$ cat config.mk
export PLATFORM = sky130hd
export DESIGN_NAME = tick_timekeeper_flat
export DESIGN_NICKNAME = d
export VERILOG_FILES = /design/src/rtl/tick_timekeeper_if.sv /design/src/rtl/tick_timekeeper.sv /design/src/flat_wrapper.sv
export SDC_FILE = /design/constraint.sdc
export NUM_CORES = 1
export LEC_CHECK = 0
export BUFFER_PORTS_ARGS = -buffer_cell sky130_fd_sc_hd__buf_4
export CELL_PAD_IN_SITES_DETAIL_PLACEMENT = 1
export CELL_PAD_IN_SITES_GLOBAL_PLACEMENT = 2
export CORE_MARGIN = 10
export CORE_UTILIZATION = 32
export CTS_CLUSTER_SIZE = 8
export DETAILED_ROUTE_END_ITERATION = 10
export MAX_ROUTING_LAYER = met4
export PLACE_DENSITY = 0.87
export SYNTH_ARGS = -nofsm -noshare
export SYNTH_HDL_FRONTEND = slang
export SYNTH_SLANG_ARGS = --single-unit
$ cat constraint.sdc
create_clock -name clkin -period 1.8 [get_ports clkin]
set_input_delay 0.27 -clock clkin [delete_from_list [all_inputs] [get_ports clkin]]
set_output_delay 0.27 -clock clkin [all_outputs]
set_load 0.005 [all_outputs]
$ cat src/rtl/tick_timekeeper_if.sv
// tick_timekeeper_if: tick input, time load bus and time/status outputs of tick_timekeeper (alarm signals under ALARM_MATCH_EN)
interface tick_timekeeper_if;
  logic       tick_in;
  logic       load;
  logic [4:0] load_hh;
  logic [5:0] load_mm;
  logic [5:0] load_ss;
  logic       sec_pulse;
  logic [4:0] hh;
  logic [5:0] mm;
  logic [5:0] ss;
  logic       stall;
`ifdef ALARM_MATCH_EN
  logic       alarm_on;
  logic [4:0] alarm_hh;
  logic [5:0] alarm_mm;
  logic       alarm_hit;
  modport master (
    output tick_in, load, load_hh, load_mm, load_ss, alarm_on, alarm_hh, alarm_mm,
    input  sec_pulse, hh, mm, ss, stall, alarm_hit
  );
  modport slave (
    input  tick_in, load, load_hh, load_mm, load_ss, alarm_on, alarm_hh, alarm_mm,
    output sec_pulse, hh, mm, ss, stall, alarm_hit
  );
`else
  modport master (
    output tick_in, load, load_hh, load_mm, load_ss,
    input  sec_pulse, hh, mm, ss, stall
  );
  modport slave (
    input  tick_in, load, load_hh, load_mm, load_ss,
    output sec_pulse, hh, mm, ss, stall
  );
`endif
endinterface

$ cat src/rtl/tick_timekeeper.sv
// tick_timekeeper: syncs tick_in, prescales its edges to a 1 s strobe, keeps 24 h hh:mm:ss, flags a stalled divider; ALARM_MATCH_EN adds an alarm compare
module tick_timekeeper #(
  parameter int TICKS_PER_SEC = 1,
  parameter int STALL_CYCLES  = 65535
) (
  input logic              clkin,
  input logic              reset,
  tick_timekeeper_if.slave bus
);
  localparam int PW = (TICKS_PER_SEC > 1) ? $clog2(TICKS_PER_SEC) : 1;
  localparam logic [PW-1:0] P_LAST = PW'(TICKS_PER_SEC - 1);
  localparam logic [15:0] S_LAST = 16'(STALL_CYCLES - 1);
  localparam logic [15:0] S_MAX  = 16'(STALL_CYCLES);
  logic          sync0, sync1, prev, tick_edge;
  logic [PW-1:0] presc;
  logic [15:0]   stall_cnt;
  logic          sec_pulse, stall, sec_wrap, count_sec, ss_carry, mm_carry;
  logic [4:0]    hh, hh_inc, hh_ld;
  logic [5:0]    mm, mm_inc, mm_ld;
  logic [5:0]    ss, ss_inc, ss_ld;
  assign tick_edge     = sync1 & ~prev;
  assign sec_wrap      = presc == P_LAST;
  assign count_sec     = tick_edge & sec_wrap & ~bus.load;
  assign bus.sec_pulse = sec_pulse;
  assign bus.hh        = hh;
  assign bus.mm        = mm;
  assign bus.ss        = ss;
  assign bus.stall     = stall;
  // time one second ahead (ripple carry ss -> mm -> hh) and range-clamped load fields
  always_comb begin
    ss_carry = ss == 6'd59;
    mm_carry = ss_carry & (mm == 6'd59);
    ss_inc   = ss_carry ? 6'd0 : ss + 6'd1;
    mm_inc   = ss_carry ? ((mm == 6'd59) ? 6'd0 : mm + 6'd1) : mm;
    hh_inc   = mm_carry ? ((hh == 5'd23) ? 5'd0 : hh + 5'd1) : hh;
    hh_ld    = (bus.load_hh > 5'd23) ? 5'd0 : bus.load_hh;
    mm_ld    = (bus.load_mm > 6'd59) ? 6'd0 : bus.load_mm;
    ss_ld    = (bus.load_ss > 6'd59) ? 6'd0 : bus.load_ss;
  end
  // two-flop synchroniser for the asynchronous tick plus one history flop for edge detect
  always_ff @(posedge clkin) begin
    if (!reset) begin
      sync0 <= 1'b0;
      sync1 <= 1'b0;
      prev  <= 1'b0;
    end else begin
      sync0 <= bus.tick_in;
      sync1 <= sync0;
      prev  <= sync1;
    end
  end
  // prescaler and time of day; a load wins over a coincident edge, which is dropped
  always_ff @(posedge clkin) begin
    if (!reset) begin
      presc     <= '0;
      sec_pulse <= 1'b0;
      hh        <= 5'd0;
      mm        <= 6'd0;
      ss        <= 6'd0;
    end else if (bus.load) begin
      presc     <= '0;
      sec_pulse <= 1'b0;
      hh        <= hh_ld;
      mm        <= mm_ld;
      ss        <= ss_ld;
    end else if (tick_edge) begin
      presc     <= sec_wrap ? '0 : presc + PW'(1);
      sec_pulse <= sec_wrap;
      if (sec_wrap) begin
        hh <= hh_inc;
        mm <= mm_inc;
        ss <= ss_inc;
      end
    end else begin
      sec_pulse <= 1'b0;
    end
  end
  // edge-free cycle counter; stall is sticky until the next edge and ignores load
  always_ff @(posedge clkin) begin
    if (!reset) begin
      stall_cnt <= 16'd0;
      stall     <= 1'b0;
    end else if (tick_edge) begin
      stall_cnt <= 16'd0;
      stall     <= 1'b0;
    end else begin
      if (stall_cnt != S_MAX) stall_cnt <= stall_cnt + 16'd1;
      if (stall_cnt == S_LAST) stall <= 1'b1;
    end
  end
`ifdef ALARM_MATCH_EN
  logic alarm_hit;
  assign bus.alarm_hit = alarm_hit;
  // fires only on a counted second whose new time is alarm_hh:alarm_mm:00, never on a load
  always_ff @(posedge clkin) begin
    if (!reset) alarm_hit <= 1'b0;
    else alarm_hit <= count_sec & bus.alarm_on & (hh_inc == bus.alarm_hh) & (mm_inc == bus.alarm_mm) & (ss_inc == 6'd0);
  end
`endif
endmodule

$ cat src/flat_wrapper.sv
// flat-port wrapper written by rule: the top's interface ports become plain ports
module tick_timekeeper_flat 
#(
  parameter int TICKS_PER_SEC = 1,
  parameter int STALL_CYCLES  = 65535
)
  (clkin, reset, bus_tick_in, bus_load, bus_load_hh, bus_load_mm, bus_load_ss, bus_sec_pulse, bus_hh, bus_mm, bus_ss, bus_stall);
  tick_timekeeper_if bus_i ();
  input logic clkin;
  input logic reset;
  input wire logic [$bits(bus_i.tick_in)-1:0] bus_tick_in;
  input wire logic [$bits(bus_i.load)-1:0] bus_load;
  input wire logic [$bits(bus_i.load_hh)-1:0] bus_load_hh;
  input wire logic [$bits(bus_i.load_mm)-1:0] bus_load_mm;
  input wire logic [$bits(bus_i.load_ss)-1:0] bus_load_ss;
  output wire logic [$bits(bus_i.sec_pulse)-1:0] bus_sec_pulse;
  output wire logic [$bits(bus_i.hh)-1:0] bus_hh;
  output wire logic [$bits(bus_i.mm)-1:0] bus_mm;
  output wire logic [$bits(bus_i.ss)-1:0] bus_ss;
  output wire logic [$bits(bus_i.stall)-1:0] bus_stall;
  assign bus_i.tick_in = bus_tick_in;
  assign bus_i.load = bus_load;
  assign bus_i.load_hh = bus_load_hh;
  assign bus_i.load_mm = bus_load_mm;
  assign bus_i.load_ss = bus_load_ss;
  assign bus_sec_pulse = bus_i.sec_pulse;
  assign bus_hh = bus_i.hh;
  assign bus_mm = bus_i.mm;
  assign bus_ss = bus_i.ss;
  assign bus_stall = bus_i.stall;
  tick_timekeeper #(.TICKS_PER_SEC(TICKS_PER_SEC), .STALL_CYCLES(STALL_CYCLES)) u_core (.clkin(clkin), .reset(reset), .bus(bus_i));
endmodule
==> metrics.cfg, run 1 <==
[sta]
fin_crit_ns=1.624
fin_skew_ns=0.009739
final_max_slew_viol_count=0
hold_slack_ns=0.1851
tightestPinTransition_ns=0.4783
slew_headroom_pct=67.82
rsz0062_at_grt=no
setup_ws_ns=0.1760
tns_ns=0
fin_crit_sh_pct=90.22
max_freq_mhz=615.8
setup_viol=0
final_hold_viol_count=0

[die]
start_util_pct=33.21
die_w_um=98.85
rows=28
io_pins=40
die_y_um=98.85
core_area_um2=5991
dieArea_um2=9770

[placement]
io_buffers=39
place_ws_ns=0.01658
dpl_cell_area_um2=2477
dp_hpwl_um=4526
routabilityCongestion=0.8553

[synthesis]
synth-seq-cells=38
syn_inst=236
netlist_top_cells_area=dfxtp_1, a21oi_1, nor3_1
yosys_warnings=0
async_flop_share_pct=0
synth_area_um2=1989
synth-seq-area-share_pct=38.24
ys_types=48
synth_enable_flop_cells=0
synth_commonest_cells=dfxtp_1, a21oi_1, nor3_1, o21ai_0, nor2_1
synth_top_area_share_pct=38.24
synth_nets=262
yosysMostFrequentCell=dfxtp_1
synth.avg_cell_area_um2=8.430
synth_ff_type=dfxtp_1
yosysTopAreaCell=dfxtp_1

[routing]
wl_um=6074
drt_first_iter_violations=48
drt_first_pass_iters=4
drc=0
wl_per_cell_um=16.51
ant_nets=0
vias_per_cell=5.677
vias=2089

[clock_tree]
cts_inserted_buffers=5
clock-root-buffer=clkbuf_8
cts_tree=built
cts.sinks=38
clock_latency_ns=0.30
clk_pin_slew_ns=0.08
clk_path_buf_depth=2
ctsHtreeMaxLevel=2
holdBufCountCts=0

[power_and_ir_drop]
ir_drop_mv=0.4249
power_density_nw_per_um2=696.4
leakage_nw=1.005

[job]
drv_cap=0

[cells_and_area]
diodes=0
fin_util_pct=43.44
multi_input_area_um2=1190
fin_area_um2=2603
area_growth_pct=30.82
register_area_um2=762.0
fill_cells=744
fin_nets=318
layout-drive-gt1-share_pct=27.30

[setup_path]
path_max_fanout=9
rr_worst_depth=5
reg2reg_from=u_core.bus.mm[0]$_SDFFE_PN0P_
crit_required_ns=1.99
cp_data_arrival_time_ns=1.81
startpoint_type=flop
worstSetupPathType=reg2reg
cp-startpoint=u_core.bus.mm[0]$_SDFFE_PN0P_
end_kind=flop

[hold_path]
hold_start=bus_tick_in
hold_class=in2reg
hold_path_depth=2

[grt]
antenna_found_initial=0
grt_util_met1_pct=15.17
grt-busiest-layer=met2
grt_pass1_vias=2104
use_met2_pct=20.24
grt_use_met3_pct=2.723
grt_max_degree=24
grt_usage_pct=12.51
overflow=0
grt_first_pass_wirelength_um=10270

[outcome]
status=complete, no violations

-- cells by family after synthesis --
logic type,after synthesis,share of synthesized area [%]
AND/OR/NAND/NOR,90,25.54
flip-flops,38,38.24
XOR/XNOR,3,1.321
buffers and inverters,18,3.584
adder cells (fa/ha/maj),5,3.145
AO/OA/AOI/OAI,82,28.18
-- repair_timing --
action / in CTS / in global routing
buffers inserted: 0 / 0
gates cloned: 0 / 0
resized for setup: 2 / 9
endpoints found under the setup margin: 2 / 12
endpoints found under the hold margin: 0 / 0
pin swaps: 0 / 0
-- layout make-up --
cell class / instances / area share (%)
Sequential cell: 38 / 29.28
Clock inverter: 1 / 0.1923
Tap cell: 75 / 3.606
Multi-Input combinational cell: 180 / 45.72
Clock buffer: 7 / 3.317
Timing Repair Buffer: 57 / 16.44
Inverter: 10 / 1.442
-- path summary, 6_finish.rpt --
path / end / slack, ns
min reg2reg: u_core.sync1$_SDFF_PN0_ / 0.43
min: u_core.sync0$_SDFF_PN0_ / 0.19
max: u_core.bus.hh[2]$_SDFFE_PN0P_ / 0.18
max reg2reg: u_core.bus.hh[2]$_SDFFE_PN0P_ / 0.18
-- placed cells by master, fill, tap and decap left out, types with 2 or more instances in the layout --
cell type / n
and3_1: 4
nor2_1: 13
a22oi_1: 3
o41ai_1: 3
nor4_1: 2
buf_4: 57
o21ai_0: 14
a41oi_1: 3
a32oi_1: 2
or4_1: 6
and2_1: 8
o21a_1: 2
a21oi_1: 21
nand3_1: 12
a211oi_2: 2
xnor2_1: 3
nand2_1: 11
a31oi_1: 8
nor3_1: 14
clkbuf_8: 6
inv_1: 10
o31ai_1: 5
a31o_2: 2
nand4_1: 5
and4_1: 3
a2111oi_0: 2
dfxtp_1: 37
a221oi_1: 2
ha_1: 4
-- per-stage QoR --
stage / std cells / total power, W
after floorplan: 236 / 0.001045
after global placement: 360 / 0.001186
after detailed placement: 360 / 0.001192
after CTS: 368 / 0.001816
after global routing: 368 / 0.001892
final: 368 / 0.001812
-- layer usage --
layer  wire length [um]  vias to the layer above  share of wire, %
li1                   -                     1034                 -
met5                  0                        -                 0
met2               3007                       42                50
met1               2812                     1007                46
met4                 61                        0               1.0
met3                194                        6               3.2
-- sequential cells by signal, indices dropped and copies added (netlist names) --
signal	flops
u_core.stall_cnt	16
u_core.bus.mm	6
u_core.bus.ss	6
u_core.bus.hh	5
u_core.bus.sec_pulse	1
u_core.bus.stall	1
u_core.prev	1
u_core.sync0	1
u_core.sync1	1
-- power by group --
part / leakage (nW) / internal, W / switching, W / total, W
sequential: 0.310 / 0.000873 / 0.0000325 / 0.000905
combinational: 0.646 / 0.000136 / 0.000137 / 0.000273
clock: 0.0482 / 0.000310 / 0.000324 / 0.000634
total: 1.01 / 0.00132 / 0.000494 / 0.00181
-- critical path, stage by stage (launching register included) --
cell     delay, ns
dfxtp_1       0.35
ha_1          0.24
nor2b_2       0.18
a21oi_2       0.39
nor3_1        0.10
o221a_2       0.25
Power figures use the tool's default switching activity.
==> inputs of run 2 (changes only) <==
CORE_UTILIZATION = 29   (was 32)
PLACE_DENSITY = 0.83   (was 0.87)
clock period = 1.4 ns   (was 1.8 ns; I/O delays follow)
==> run 2 against run 1 <==
The flow now finishes with violations (negative setup slack). Highest routed layer unchanged. Sequential cell count stayed put. Clock skew barely moved. Clock power up 85%. Design area rose by 37%. Setup slack worse by 0.33 ns. Die area up 8.2%. Via count increased by 17%. Power up 60%. Sequential power is 29% higher. Non-clock buffer count rose by 56. Sequential share of layout area shrank 7.2 points. Register-to-register slack worse by 0.33 ns.
==> metrics.cfg, run 2 (same netlist as run 1, synthesis figures left out) <==
[job]
drv_cap=0  ; unchanged

[cells_and_area]
layout-drive-gt1-share_pct=58.29  ; +31 points
top_register=u_core.stall_cnt
mostFrequentLayoutCells=buf_4, dfxtp_1, a21oi_1, nor3_1, dfxtp_2
multi_input_area_um2=1610  ; +35%
fin_area_um2=3570  ; +37%
final_common_cell=buf_4
area_growth_pct=79.43
fill_cells=758  ; +1.9%
fin_nets=375  ; +18%
biggestRegsByFlops=u_core.stall_cnt x16, u_core.bus.mm x6, u_core.bus.ss x6
diodes=0  ; unchanged
register_area_um2=787.0  ; +3.3%
largest_register_ffs=16  ; unchanged

[clock_tree]
clk_path_buf_depth=2  ; unchanged
cts.sinks=38  ; unchanged
ctsHtreeMaxLevel=2  ; unchanged
cts_inserted_buffers=5  ; unchanged
clock-root-buffer=clkbuf_8
cts_tree=built
clock_latency_ns=0.30  ; about the same
clk_pin_slew_ns=0.08  ; about the same

[sta]
rsz0062_at_grt=yes
fin_crit_ns=1.555  ; -0.06862 ns
tns_ns=-1.519  ; -1.519 ns
tightestPinTransition_ns=0.5669  ; +0.08857 ns
hold_slack_ns=0.1165  ; -0.06860 ns
slew_headroom_pct=62.17  ; -5.7 points
setup_ws_ns=-0.1554  ; -0.3314 ns
setup_viol=23  ; +23
max_freq_mhz=642.9  ; +4.4%
final_hold_viol_count=0  ; unchanged
final_max_slew_viol_count=0  ; unchanged
fin_skew_ns=0.01015  ; +0.0004065 ns
fin_crit_sh_pct=111.1  ; +21 points

[setup_path]
worstSetupPathType=reg2reg
path_max_fanout=5  ; -4
startpoint_type=flop
cp_data_arrival_time_ns=1.78  ; -0.03 ns
end_kind=flop
cp-startpoint=u_core.stall_cnt[3]$_SDFFE_PP0P_
crit_required_ns=1.63  ; -0.36 ns
reg2reg_from=u_core.stall_cnt[3]$_SDFFE_PP0P_

[die]
io_pins=40  ; unchanged
die_y_um=102.8  ; +4.0%
start_util_pct=29.61  ; -3.6 points
core_area_um2=6719  ; +12%
die_w_um=102.8  ; +4.0%
dieArea_um2=10570  ; +8.2%
rows=30  ; +7.1%

[grt]
antenna_found_initial=0  ; unchanged
grt_pass1_vias=2637  ; +25%
grt_usage_pct=15.49  ; +3.0 points
grt_first_pass_wirelength_um=12720  ; +24%
overflow=0  ; unchanged
grt_max_degree=17  ; -29%

[routing]
drt_first_pass_iters=4  ; unchanged
vias=2440  ; +17%
wl_per_cell_um=20.48  ; +24%
ant_nets=0  ; unchanged
vias_per_cell=5.674  ; about the same
drt_first_iter_violations=68  ; +42%
wl_um=8807  ; +45%
drc=0  ; unchanged

[power_and_ir_drop]
ir_drop_mv=0.3958  ; -6.8%
leakage_nw=1.424  ; +42%
power_density_nw_per_um2=814.6  ; +17%
power_w=0.002908  ; +60%

[outcome]
failed_checks=negative setup slack
status=complete, but fails checks

[placement]
io_buffers=39  ; unchanged
routabilityCongestion=0.8007  ; -6.4%
dpl_cell_area_um2=2903  ; +17%
dp_hpwl_um=5246  ; +16%
place_ws_ns=-0.1630  ; -0.1796 ns

[hold_path]
hold_class=in2reg
hold_start=bus_tick_in

-- run 2: cell types whose count changed in the layout (fill, tap and decap cells not counted), sizes merged --
| cell | previous run | this run |
|---|---|---|
| buf | 57 | 113 |
| bufinv | 0 | 2 |
| a21oi | 22 | 23 |
| clkbuf | 7 | 6 |
| clkinv | 1 | 0 |
-- run 2: timing repair --
item / in CTS / in global routing
gates resized for setup: 37 / 51
pin swaps: 23 / 24
setup endpoints to repair: 23 / 34
gates cloned: 1 / 0
buffers inserted: 5 / 12
hold buffers: 0 / 0
-- run 2: metal layers --
metal  wire length, um  up-vias  global-route usage [%]
li1                  -     1149                       -
met1              3673     1206                   17.11
met2              4638       60                   26.45
met3               213       25                   3.284
met4               282        0                   6.631
met5                 0        -                       -
-- run 2: path summary, 6_finish.rpt --
check / endpoint / slack, ns / cells after the start
setup / recovery: u_core.stall_cnt[15]$_SDFFE_PP0P_ / -0.16 / 5
hold / removal: u_core.sync0$_SDFF_PN0_ / 0.12 / 2
setup reg to reg: u_core.stall_cnt[15]$_SDFFE_PP0P_ / -0.16 / 5
hold reg to reg: u_core.sync1$_SDFF_PN0_ / 0.44 / 1
-- run 2: power by group --
part	leakage [nW]	internal, W	switching, W
Clock	0.0714	0.000760	0.000409
Sequential	0.317	0.00112	0.0000459
Combinational	1.04	0.000289	0.000280
-- run 2: cell type report --
class	count	area share (%)
flip-flops and latches	38	22.05
clock inverters	2	1.682
clock buffers	6	2.313
repair buffers	113	24.92
multi-input cells	181	45.11
inverters	10	1.122
well taps	80	2.804
-- run 2: worst max-delay path: stages (launching register included) --
cell     delay (ns)
dfxtp_1        0.43
and4_4         0.28
nand2_4        0.07
buf_4          0.14
or4_4          0.42
a21oi_2        0.14
-- run 2: metrics by stage --
stage | utilization [%] | std cells
floorplan | - | 236
global route | 53.13 | 430
CTS | 48.49 | 419
detailed placement | 43.20 | 405
finish | 53.13 | 430
global placement | 43.20 | 405
